## src/rtl/alu_multicycle.sv

```systemverilog
// Multi-cycle ALU: and/or/add/sub/eq/slt/xor in one cycle, optional shift-add multiplier.
// Latency: 1 cycle for single-cycle ops and illegal opcodes; WIDTH+1 cycles for mul.
// Backpressure: the result is held in DONE until out_ready; in_ready is low outside IDLE.
//
// Optional feature macro: ALU_MUL_EN. When it is defined, opcode 3 is an unsigned
// WIDTH x WIDTH -> 2*WIDTH multiply. When it is undefined, opcode 3 is illegal and
// the MUL state, the iteration counter and the multiplicand register are not built.
//
// Ports:
//   clk, rst_n             clock (rising edge) and asynchronous active-low reset
//   in_valid / in_ready    request handshake; request captured when both high
//   alu_control[3:0]       opcode: 0 and, 1 or, 2 add, 3 mul, 4 eq, 6 sub, 7 slt, 8 xor
//   operand_1, operand_2   source operands, WIDTH bits each
//   out_valid / out_ready  result handshake; outputs stable while out_valid && !out_ready
//   result, result_hi      low word; high product word (mul only, otherwise 0)
//   status[7:0]            [7] zero, [6] result_hi!=0, [5] signed ovf, [4] negative,
//                          [3] carry/borrow, [2:1] 0, [0] illegal opcode
module alu_multicycle #(
  parameter int WIDTH     = 32,
  parameter int MUL_CNT_W = 6
) (
  input  logic             clk,
  input  logic             rst_n,
  input  logic             in_valid,
  output logic             in_ready,
  input  logic [3:0]       alu_control,
  input  logic [WIDTH-1:0] operand_1,
  input  logic [WIDTH-1:0] operand_2,
  output logic             out_valid,
  input  logic             out_ready,
  output logic [WIDTH-1:0] result,
  output logic [WIDTH-1:0] result_hi,
  output logic [7:0]       status
);

  if (WIDTH < 8 || WIDTH > 64 || (2 ** MUL_CNT_W) < WIDTH) begin : g_param_check
    $error("alu_multicycle: WIDTH must be 8..64 and 2**MUL_CNT_W >= WIDTH");
  end

  localparam logic [3:0] OP_AND = 4'd0;
  localparam logic [3:0] OP_OR  = 4'd1;
  localparam logic [3:0] OP_ADD = 4'd2;
  localparam logic [3:0] OP_EQ  = 4'd4;
  localparam logic [3:0] OP_SUB = 4'd6;
  localparam logic [3:0] OP_SLT = 4'd7;
  localparam logic [3:0] OP_XOR = 4'd8;

`ifdef ALU_MUL_EN
  localparam logic [3:0]           OP_MUL   = 4'd3;
  localparam logic [MUL_CNT_W-1:0] CNT_LAST = MUL_CNT_W'(WIDTH - 1);
  typedef enum logic [1:0] {IDLE = 2'd0, MUL = 2'd1, DONE = 2'd2} state_t;
`else
  typedef enum logic [1:0] {IDLE = 2'd0, DONE = 2'd2} state_t;
`endif

  state_t           state_q, state_d;
  // Low during reset and for the first cycle after release so in_ready
  // rises on the first clock edge after rst_n deasserts.
  logic             init_q;
  logic [WIDTH-1:0] result_q, result_hi_q;
  logic [7:0]       status_q;
  logic             accept;

  // ---------------------------------------------------------------------------
  // Single-cycle datapath, evaluated on the live inputs and registered at accept.
  // ---------------------------------------------------------------------------
  logic [WIDTH:0]   sum_w, dif_w;
  logic [WIDTH-1:0] alu_res;
  logic [7:0]       alu_st;
  logic             alu_carry, alu_ovf, alu_illegal;

  assign sum_w = {1'b0, operand_1} + {1'b0, operand_2};
  // Top bit of a zero-extended subtraction is the unsigned borrow (op1 < op2).
  assign dif_w = {1'b0, operand_1} - {1'b0, operand_2};

  always_comb begin
    alu_res     = '0;
    alu_carry   = 1'b0;
    alu_ovf     = 1'b0;
    alu_illegal = 1'b0;
    case (alu_control)
      OP_AND: alu_res = operand_1 & operand_2;
      OP_OR:  alu_res = operand_1 | operand_2;
      OP_XOR: alu_res = operand_1 ^ operand_2;
      OP_ADD: begin
        alu_res   = sum_w[WIDTH-1:0];
        alu_carry = sum_w[WIDTH];
        alu_ovf   = (operand_1[WIDTH-1] == operand_2[WIDTH-1]) &&
                    (sum_w[WIDTH-1] != operand_1[WIDTH-1]);
      end
      OP_SUB: begin
        alu_res   = dif_w[WIDTH-1:0];
        alu_carry = dif_w[WIDTH];
        alu_ovf   = (operand_1[WIDTH-1] != operand_2[WIDTH-1]) &&
                    (dif_w[WIDTH-1] != operand_1[WIDTH-1]);
      end
      OP_EQ:  alu_res = {{(WIDTH-1){1'b0}}, operand_1 == operand_2};
      OP_SLT: alu_res = {{(WIDTH-1){1'b0}}, $signed(operand_1) < $signed(operand_2)};
      // Opcode 3 lands here too; with the multiplier built it never uses this path.
      default: alu_illegal = 1'b1;
    endcase
    // An illegal opcode leaves alu_res at zero, so the zero flag gives 8'h81.
    alu_st = {~|alu_res, 1'b0, alu_ovf, alu_res[WIDTH-1], alu_carry, 2'b00, alu_illegal};
  end

`ifdef ALU_MUL_EN
  // ---------------------------------------------------------------------------
  // Radix-2 shift-add multiplier. result_hi_q:result_q act as the product
  // accumulator; result_q starts as the multiplier and is shifted out LSB first.
  // ---------------------------------------------------------------------------
  logic                 is_mul;
  logic [WIDTH-1:0]     mcand_q;
  logic [MUL_CNT_W-1:0] cnt_q;
  logic [WIDTH:0]       mul_part;
  logic [2*WIDTH-1:0]   mul_next;
  logic [7:0]           mul_st;

  assign is_mul   = (alu_control == OP_MUL);
  assign mul_part = result_q[0] ? ({1'b0, result_hi_q} + {1'b0, mcand_q})
                                : {1'b0, result_hi_q};
  assign mul_next = {mul_part, result_q[WIDTH-1:1]};
  assign mul_st   = {~|mul_next, |mul_next[2*WIDTH-1:WIDTH], 1'b0,
                     mul_next[WIDTH-1], 4'b0000};
`endif

  // ---------------------------------------------------------------------------
  // Control FSM
  // ---------------------------------------------------------------------------
  always_ff @(posedge clk or negedge rst_n) begin
    if (!rst_n) begin
      state_q <= IDLE;
      init_q  <= 1'b0;
    end else begin
      state_q <= state_d;
      init_q  <= 1'b1;
    end
  end

  always_comb begin
    state_d   = state_q;
    in_ready  = 1'b0;
    out_valid = 1'b0;
    case (state_q)
      IDLE: begin
        in_ready = init_q;
        if (in_valid && init_q) begin
`ifdef ALU_MUL_EN
          state_d = is_mul ? MUL : DONE;
`else
          state_d = DONE;
`endif
        end
      end
`ifdef ALU_MUL_EN
      MUL: begin
        if (cnt_q == CNT_LAST) state_d = DONE;
      end
`endif
      DONE: begin
        out_valid = 1'b1;
        if (out_ready) state_d = IDLE;
      end
      default: state_d = IDLE;
    endcase
  end

  assign accept = in_valid && in_ready;

  // ---------------------------------------------------------------------------
  // Result registers: written only at accept (and while multiplying), so they
  // hold still for the whole DONE state.
  // ---------------------------------------------------------------------------
  always_ff @(posedge clk or negedge rst_n) begin
    if (!rst_n) begin
      result_q    <= '0;
      result_hi_q <= '0;
      status_q    <= '0;
`ifdef ALU_MUL_EN
      mcand_q     <= '0;
      cnt_q       <= '0;
`endif
    end else if (accept) begin
      result_q    <= alu_res;
      result_hi_q <= '0;
      status_q    <= alu_st;
`ifdef ALU_MUL_EN
      if (is_mul) begin
        mcand_q  <= operand_1;
        result_q <= operand_2;
        status_q <= '0;
        cnt_q    <= '0;
      end
    end else if (state_q == MUL) begin
      {result_hi_q, result_q} <= mul_next;
      cnt_q                   <= cnt_q + 1'b1;
      if (cnt_q == CNT_LAST) status_q <= mul_st;
`endif
    end
  end

  assign result    = result_q;
  assign result_hi = result_hi_q;
  assign status    = status_q;

endmodule

```

## config.mk

```make
export PLATFORM = sky130hd
export DESIGN_NAME = alu_multicycle
export DESIGN_NICKNAME = d
export VERILOG_FILES = /design/src/rtl/alu_multicycle.sv
export SDC_FILE = /design/constraint.sdc
export NUM_CORES = 1
export LEC_CHECK = 0
export ABC_AREA = 1
export ABC_CLOCK_PERIOD_IN_PS = 2180
export CAP_MARGIN = 10
export CORE_UTILIZATION = 55
export CTS_CLUSTER_SIZE = 20
export DETAILED_ROUTE_END_ITERATION = 16
export MAX_ROUTING_LAYER = met4
export PLACE_DENSITY = 0.82
export SYNTH_ARGS = -nofsm -noshare
export SYNTH_HDL_FRONTEND = slang
export SYNTH_SLANG_ARGS = --single-unit
```

## constraint.sdc

```tcl
create_clock -name clk -period 2.18 [get_ports clk]
set_clock_uncertainty 0.15 [all_clocks]
set_input_delay 0.218 -clock clk [delete_from_list [all_inputs] [get_ports clk]]
set_output_delay 0.218 -clock clk [all_outputs]
set_load 0.03 [all_outputs]
```

==> results.tsv, run 1 <==
stage	metric	value	unit
placement	PortBufs	110	
yosys	count of cell types in the netlist	44	
floorplan	initial core utilization	57.0	%
placement	HPWL Detailed	28900	um
yosys	mean post-synth cell area	5.92	um2
floorplan	number of placement rows	45	
floorplan	I/O pin cnt	146	
yosys	post-synthesis async set-or-reset flop share	100	%
placement	RePlAce Congestion	1.10	
grt	pin count of the biggest net entering global routing	43	
yosys	Syn Std Cell Area	8770	um2
yosys	instance count of the mapped netlist	1481	
clocking	worst-case clock buffer depth	2	
timing	worst_ep kind	sequential cell input	
yosys	count of flip-flops with a built-in enable after synthesis	0	
outcome	status	aborted with a tool error	
yosys	leading register cell type out of synthesis	dfrtp_1	
yosys	warning count from the yosys run	0	
clocking	# H-tree levels	2	
clocking	clock net sink count	38	
outcome	stopping stage	global routing (5_1_grt)	
clocking	total CTS buffers	5	
floorplan	die width	128	um
outcome	error that stopped the run	[ERROR DPL-0038] Utilization greater than 100%, impossible to legalize	
clocking	clock tree root driver cell	clkbuf_16	
yosys	Seq/Total Area, Yosys	10.8	%
timing	Worst EP post-GRT repair	result[30]$_DFFE_PN0P_/D	
yosys	Yosys reg bits	38	
floorplan	height of the die	128	um
-- timing repair --
item	CTS
gates resized for setup	610
cloned	2
hold endpoints to repair	38
pin swaps	170
setup buffers	60
hold buffers	1
endpoints found under the setup margin	33
-- cells by family after synthesis --
family,after synthesis,share of synthesized area (%)
flops,38,10.8
fa+ha+maj,99,14.3
xor+xnor,2,0.200
compound gates,170,11.4
other cells,2,0.0856
simple gates,838,44.7
buf+inv,332,18.5
-- through the flow --
step | worst slack (ns) | utilization, % | cell area [um2] | cells | hold slack (ns)
after global placement | -1.09 | 78.5 | 12100 | 2074 | 0.195
after detailed placement | -1.12 | 78.5 | 12100 | 2074 | 0.200
after CTS | -0.111 | 93.0 | 14300 | 2144 | 0.345
after floorplan | 0.00116 | - | 8900 | 1515 | -0.228
-- synthesized netlist by cell type (3+ instances only) --
| library cell | count | share of area [%] |
|---|---|---|
| nand3_1 | 126 | 7.2 |
| nand2_2 | 42 | 3.0 |
| nor2_4 | 9 | 1.2 |
| nor3_1 | 8 | 0.46 |
| nor2_2 | 32 | 2.3 |
| nand2_4 | 11 | 1.4 |
| dfrtp_1 | 38 | 11 |
| nor3_2 | 6 | 0.68 |
| clkbuf_8 | 3 | 0.47 |
| o21ai_0 | 39 | 2.2 |
| nand3_2 | 17 | 1.9 |
| inv_1 | 217 | 9.3 |
| nand4_1 | 22 | 1.6 |
| nand3b_1 | 5 | 0.43 |
| o22ai_1 | 24 | 1.7 |
| inv_2 | 28 | 1.2 |
| buf_4 | 48 | 4.1 |
| buf_6 | 20 | 2.6 |
| nor2_1 | 141 | 6.0 |
| clkbuf_1 | 7 | 0.30 |
| a31oi_1 | 6 | 0.43 |
| buf_2 | 5 | 0.29 |
| o221ai_1 | 3 | 0.30 |
| o21ai_1 | 4 | 0.23 |
| o21bai_1 | 8 | 0.68 |
| a21oi_2 | 13 | 1.3 |
| a21oi_1 | 66 | 3.8 |
| nand2_1 | 414 | 18 |
| ha_1 | 97 | 14 |
==> run 2: changes to the inputs <==
--- a/config.mk
+++ b/config.mk
@@ -8,11 +8,9 @@
 export ABC_AREA = 1
 export ABC_CLOCK_PERIOD_IN_PS = 2180
 export CAP_MARGIN = 10
-export CORE_UTILIZATION = 55
-export CTS_CLUSTER_SIZE = 20
+export CORE_UTILIZATION = 40
 export DETAILED_ROUTE_END_ITERATION = 16
-export MAX_ROUTING_LAYER = met4
-export PLACE_DENSITY = 0.82
+export PLACE_DENSITY_LB_ADDON = 0.15
 export SYNTH_ARGS = -nofsm -noshare
 export SYNTH_HDL_FRONTEND = slang
 export SYNTH_SLANG_ARGS = --single-unit
==> results.tsv, run 2 <==
stage	metric	value	unit
critical_path	kind of start point of the critical path	input pin	
finish	most common library cell in the layout ignoring fill and taps	buf_4	
critical_path	Worst R2R Path Depth	13	
yosys	mean post-synth cell area	5.92	um2
grt	number of antenna violations at the first check in global routing	0	
power_and_ir_drop	standby leakage power	8.01	nW
yosys	Syn Std Cell Area	8770	um2
finish	count of filler cells inserted in the layout	1762	
grt	GRT Residual Overflow	0	
finish	fin cells	2277	
critical_path	Setup crit end kind	flip-flop	
timing	final critical-path required period	2.32	ns
floorplan	height of the die	150	um
yosys	area share of the largest cell type after synthesis	17.7	%
floorplan	total die area	22500	um2
critical_path	Crit Reg-Reg Startpoint	state_q[1]	
clocking	worst-case clock buffer depth	2	
timing	number of slew-limit violations in the final report	0	
routing	detailed-router iteration count before antenna repair	5	
floorplan	number of placement rows	53	
finish	top library cells by usage in the layout, fill and taps aside	buf_4, nand2_1, inv_1	
routing	final antenna-violating net count	0	
floorplan	die width	150	um
power_and_ir_drop	largest voltage drop on the vdd net	0.000287	V
yosys	count of cell types in the netlist	44	
clocking	TritonCTS clock tree	built	
flow_run	Maximum Capacitance Violations	0	
yosys	Seq/Total Area, Yosys	10.8	%
placement	Placement Cell Area	12500	um2
placement	PortBufs	110	
critical_path	category of the most critical setup path	input pin to flip-flop	
timing	Worst slew margin	44.4	%
critical_path	endpoint of the worst register-to-register path	status[7]	
yosys	instance count of the mapped netlist	1481	
clocking	clock insertion delay at the later pin of the skew report	0.28	ns
routing	number of design rule violations left after detail routing	0	
routing	Avg WL per Cell	17.0	um
routing	via count	11700	
timing	Final Setup Violations	6	
clocking	total CTS buffers	5	
timing	RSZ-0062 raised after global routing	true	
hold_path	launch instance of the worst min-delay path	result[21]	
clocking	# H-tree levels	2	
finish	antenna cell count	0	
outcome	violated checks	negative setup slack	
finish	area of combinational cells with multiple inputs	8380	um2
hold_path	number of instances on the worst hold path	2	
finish	number of flip-flops in the largest register	31	
timing	final worst path period share	107	%
floorplan	initial core utilization	41.2	%
yosys	Yosys reg bits	38	
routing	final wirelength	38600	um
grt	pin count of the biggest net entering global routing	43	
floorplan	core box area	21300	um2
grt	wire length of the first global-routing pass	58000	um
outcome	status	finished, violations left	
yosys	leading area contributor after synthesis	nand2_1	
grt	global router's overall resource usage	33.5	%
grt	via count of the first global-routing pass	11200	
finish	total number of nets in the final design	2173	
timing	highest attainable clock frequency	430	MHz
finish	share of cells above drive strength 1	53.4	%
yosys	leading register cell type out of synthesis	dfrtp_1	
power_and_ir_drop	total power of the final layout	5.91	mW
yosys	most used standard cell by instance count after synthesis	nand2_1	
critical_path	endpoint required time on the critical path	2.25	ns
routing	1st-iter DRT viols	887	
yosys	most used standard cells in the synthesized netlist	nand2_1, inv_1, nor2_1	
yosys	warning count from the yosys run	0	
routing	average vias per placed instance	5.12	
timing	transition time of the tightest slew-check pin	0.834	ns
timing	Final Hold Viols	0	
clocking	clock tree root driver cell	clkbuf_16	
placement	HPWL Detailed	29600	um
power_and_ir_drop	power density of the placed cells	380	nW/um2
hold_path	Worst Hold Endpoint	result[21]	
finish	Syn-to-layout area delta	77.1	%
finish	cell area after layout	15500	um2
yosys	post-synthesis async set-or-reset flop share	100	%
floorplan	I/O pin cnt	146	
critical_path	r2r setup slk	0.25	ns
finish	sequential standard cell area	951	um2
critical_path	CP arrival	2.39	ns
clocking	clock-pin slew on the worst setup and hold paths	0.05	ns
timing	setup tns final	-0.336	ns
placement	worst setup timing slack at the placement stage	-1.16	ns
critical_path	highest net fanout along the worst path	3	
yosys	leading cell types by total area after synthesis	nand2_1, ha_1, dfrtp_1, inv_1, nand3_1	
placement	Cells after DPL	2180	
yosys	count of flip-flops with a built-in enable after synthesis	0	
clocking	clock net sink count	38	
hold_path	path category of the worst min-delay check	flip-flop to flip-flop	
timing	worst-case setup margin in the final layout	-0.144	ns
placement	RePlAce Congestion	1.01	
==> run 2: cell counts after synthesis <==
No cell type changed its count.
==> run 2: cells by family (layout without fill, tap and decap cells) <==
| family | Yosys count | in the layout | synth area share (%) |
|---|---|---|---|
| xor+xnor | 2 | 2 | 0.200 |
| other cells | 2 | 36 | 0.0856 |
| simple gates | 838 | 839 | 44.7 |
| flops | 38 | 38 | 10.8 |
| buf+inv | 332 | 818 | 18.5 |
| compound gates | 170 | 170 | 11.4 |
| fa+ha+maj | 99 | 99 | 14.3 |
==> run 2: power breakdown <==
group          internal, mW  total [mW]  switching, mW
Clock                 0.412       0.675          0.263
Sequential            0.813       0.875         0.0626
Combinational          1.93        4.36           2.42
Total                  3.16        5.91           2.75
==> run 2: stage by stage <==
stage	utilization (%)	hold WS, ns
2_1_floorplan	-	-0.228
3_3_place_gp	58.5	0.223
3_5_place_dp	58.5	0.222
4_1_cts	69.1	0.323
5_1_grt	73.0	0.343
6_report	73.0	0.324
==> run 2: what timing repair did <==
item	in CTS	in global routing
hold buffers	1	0
endpoints found under the hold margin	38	0
gates resized for setup	640	225
setup buffers	79	21
pin swaps	199	123
gates cloned	1	0
endpoints found under the setup margin	32	24
==> run 2: worst max-delay path, stage by stage <==
cell	delay [ns]
buf_8	0.08
inv_4	0.03
ha_4	0.16
fa_2	0.36
inv_2	0.09
nand2_4	0.06
nand2_4	0.06
nand4_1	0.18
nand2_2	0.15
buf_6	0.12
nand2_4	0.05
nand2_4	0.06
nand2_2	0.05
nand3_2	0.07
nand2_2	0.05
nor2_2	0.09
nand2_1	0.07
nor2_2	0.11
nand3_2	0.07
nor2_2	0.10
nand3_1	0.08
nand2_1	0.06
==> run 2: how the worst max path moves through the flow <==
stage                  start        end  slack, ns  cells past startpoint
3_3_place_gp    operand_2[7]  status[7]      -1.13                     21
3_5_place_dp    operand_2[7]  status[7]      -1.16                     21
5_1_grt        operand_1[31]  status[7]      -0.31                     16
2_1_floorplan   operand_1[0]  status[7]      0.001                     20
6_report        operand_1[0]  status[7]      -0.14                     22
4_1_cts        operand_2[22]  status[7]      -0.13                     18
==> run 2: area by class of cell <==
class	count	area share (%)
clock buffer	5	0.806
clock inverter	2	0.0645
inverter	249	6.37
multi-input combinational	1146	53.9
sequential	38	6.12
tap	275	2.22
timing repair buffer	562	30.5
==> run 2: per-layer routing <==
metal  track usage [%]  wire [um]  vias up  share of wire (%)
met1              43.5      16300     5378                 42
met2              55.2      17600      535                 45
li1                  -          -     5627                  -
met4              10.1       1330        0                3.5
met5                 0          0        -                  0
met3              7.23       3440      110                8.9
No activity file was read; power rests on OpenSTA's default activity.
==> run 3: changes to the inputs <==
--- a/config.mk
+++ b/config.mk
@@ -10,7 +10,7 @@
 export CAP_MARGIN = 10
 export CORE_UTILIZATION = 40
 export DETAILED_ROUTE_END_ITERATION = 16
-export PLACE_DENSITY_LB_ADDON = 0.15
+export PLACE_DENSITY = 0.67
 export SYNTH_ARGS = -nofsm -noshare
 export SYNTH_HDL_FRONTEND = slang
 export SYNTH_SLANG_ARGS = --single-unit
==> results.tsv, run 3 (same netlist as run 2, synthesis figures left out) <==
stage	metric	value	unit
routing	detailed-router iteration count before antenna repair	5	
placement	RePlAce Congestion	1.01	
power_and_ir_drop	fraction of power consumed by the clock network	11.7	%
routing	Met3 Routed Length	2560	um
routing	via count	11500	
outcome	status	finished, violations left	
timing	Final Setup Violations	5	
placement	PortBufs	110	
timing	worst-case setup margin in the final layout	-0.126	ns
critical_path	category of the most critical setup path	input pin to flip-flop	
power_and_ir_drop	power share of the sequential group	15.1	%
timing	transition time of the tightest slew-check pin	0.810	ns
placement	Cells after DPL	2162	
routing	final wirelength	36900	um
finish	area of combinational cells with multiple inputs	8300	um2
critical_path	most common cell type on the critical path	nand2_1	
routing	uppermost layer routed	met4	
floorplan	die width	150	um
critical_path	highest net fanout along the worst path	5	
timing	Worst slew margin	46.0	%
critical_path	Worst R2R Path Depth	13	
grt	GRT Residual Overflow	0	
power_and_ir_drop	proportion of power drawn by combinational gates	73.2	%
finish	sequential standard cell area	951	um2
critical_path	endpoint required time on the critical path	2.24	ns
hold_path	path category of the worst min-delay check	flip-flop to flip-flop	
critical_path	crit path launch	operand_1[20]	
power_and_ir_drop	largest voltage drop on the vdd net	0.000294	V
clocking	worst-case clock buffer depth	2	
grt	global router's overall resource usage	32.3	%
power_and_ir_drop	power dissipated by switching net loads	2.68	mW
routing	amount of wire on met2 after detailed routing	16800	um
timing	setup tns final	-0.338	ns
routing	Avg WL per Cell	16.4	um
clocking	clock net sink count	38	
floorplan	total die area	22500	um2
routing	number of design rule violations left after detail routing	0	
finish	share of cells above drive strength 1	53.2	%
critical_path	CP arrival	2.37	ns
grt	pin count of the biggest net entering global routing	43	
grt	via count of the first global-routing pass	11100	
floorplan	core box area	21300	um2
routing	1st-iter DRT viols	616	
clocking	TritonCTS clock tree	built	
clocking	clock insertion delay at the later pin of the skew report	0.27	ns
floorplan	initial core utilization	41.2	%
finish	top library cells by usage in the layout, fill and taps aside	buf_4, nand2_1, inv_1	
timing	final worst path period share	106	%
placement	HPWL Detailed	29300	um
finish	number of flip-flops in the largest register	31	
critical_path	last element of the critical path	status[7]	
finish	Syn-to-layout area delta	72.6	%
finish	antenna cell count	0	
finish	fin cells	2254	
critical_path	kind of start point of the critical path	input pin	
clocking	# H-tree levels	2	
floorplan	height of the die	150	um
routing	final antenna-violating net count	0	
critical_path	r2r setup slk	0.26	ns
critical_path	critical path cell sequence	clkdlybuf4s15_1 -> inv_2 -> ha_4 -> nor2_4 -> nand2_2 -> buf_6 -> nor2_4 -> buf_6 -> nand3b_1 -> nand2_1 -> nand2_1 -> nand3_1 -> nand2_1 -> nor2_2 -> nand2_1 -> nor2_1 -> nand3_1 -> nand2_1	
flow_run	Maximum Capacitance Violations	0	
clocking	clock-pin slew on the worst setup and hold paths	0.05	ns
critical_path	cell with the biggest individual delay on the critical path	ha_4	
grt	number of antenna violations at the first check in global routing	0	
critical_path	endpoint of the worst register-to-register path	status[7]	
finish	total number of nets in the final design	2151	
clocking	clock tree root driver cell	clkbuf_16	
clocking	total CTS buffers	5	
timing	number of slew-limit violations in the final report	0	
power_and_ir_drop	power density of the placed cells	383	nW/um2
power_and_ir_drop	Net Sw Frac	46.3	%
critical_path	Crit Reg-Reg Startpoint	state_q[1]	
timing	Final Hold Viols	0	
timing	RSZ-0062 raised after global routing	true	
finish	most common library cell in the layout ignoring fill and taps	buf_4	
power_and_ir_drop	Int Pwr	3.11	mW
critical_path	Slowest Stage Delay on Critical Path	0.27	ns
timing	final critical-path required period	2.31	ns
grt	wire length of the first global-routing pass	56200	um
floorplan	number of placement rows	53	
routing	average vias per placed instance	5.11	
routing	met1 routed wirelength after detailed routing	16100	um
critical_path	Setup crit end kind	flip-flop	
timing	highest attainable clock frequency	434	MHz
floorplan	I/O pin cnt	146	
finish	count of filler cells inserted in the layout	1765	
outcome	violated checks	negative setup slack	
power_and_ir_drop	standby leakage power	7.91	nW
-- run 3: changes by cell type in the layout (fill, tap and decap cells not counted), moves of 5 or more --
cell / delta
inv_2: +13
nand2_1: +16
clkbuf_2: +14
nor2_1: -7
dlygate4sd2_1: -7
nand3_1: +12
nand3_4: -6
nand2_2: -11
o21ai_0: -5
inv_1: -8
nand3_2: -6
nor2_4: +5
buf_6: -29
-- run 3: how the worst min path moves through the flow --
stage | from | endpoint | slack [ns] | depth (start not counted)
after CTS | result[23] | result[23] | 0.34 | 2
after detailed placement | rst_n | result[7] | 0.20 | 1
after global placement | rst_n | result[7] | 0.20 | 1
after floorplan | rst_n | init_q | -0.23 | 0
final | result[22] | result[22] | 0.33 | 2
after global routing | result[17] | result[17] | 0.36 | 2
-- run 3: layout make-up --
type / instances / area share, %
inverter: 249 / 6.39
clock buffer: 6 / 0.918
sequential: 38 / 6.28
multi-input combinational: 1145 / 54.8
tap: 275 / 2.27
timing repair buffer: 541 / 29.3
-- run 3: worst max-delay path, delay by kind of cell --
family        cells  cell delay, ns
simple gates     13            1.40
fa+ha+maj         1            0.27
buf+inv           4            0.49
-- run 3: what timing repair did --
item,in CTS,in global routing
pin swaps,178,168
resized for setup,571,259
buffers inserted,65,21
hold buffers,1,0
setup endpoints to repair,32,24
hold endpoints to repair,38,0
gates cloned,0,0
-- run 3: layer usage --
layer | global-route usage, % | vias up
li1 | - | 5592
met1 | 43.1 | 5334
met2 | 53.1 | 479
met3 | 3.38 | 104
met4 | 12.5 | 0
met5 | 0 | -
-- run 3: through the flow --
stage               util (%)  setup WS, ns  total power [mW]  hold slack (ns)  cell area (um2)
floorplan                  -       0.00116              2.72           -0.228             8900
global placement        58.1         -1.09              4.14            0.205            12400
detailed placement      58.1         -1.07              4.16            0.205            12400
CTS                     67.1        -0.169              5.40            0.336            14300
global route            71.1        -0.252              6.12            0.360            15100
finish                  71.1        -0.126              5.79            0.329            15100
-- run 3: power groups by stage --
stage	registers [mW]	logic, mW	clock network, mW
floorplan	1.09	1.62	0
global placement	0.883	3.25	0
detailed placement	0.887	3.27	0
CTS	0.877	3.83	0.691
global route	0.889	4.52	0.719
finish	0.874	4.24	0.680
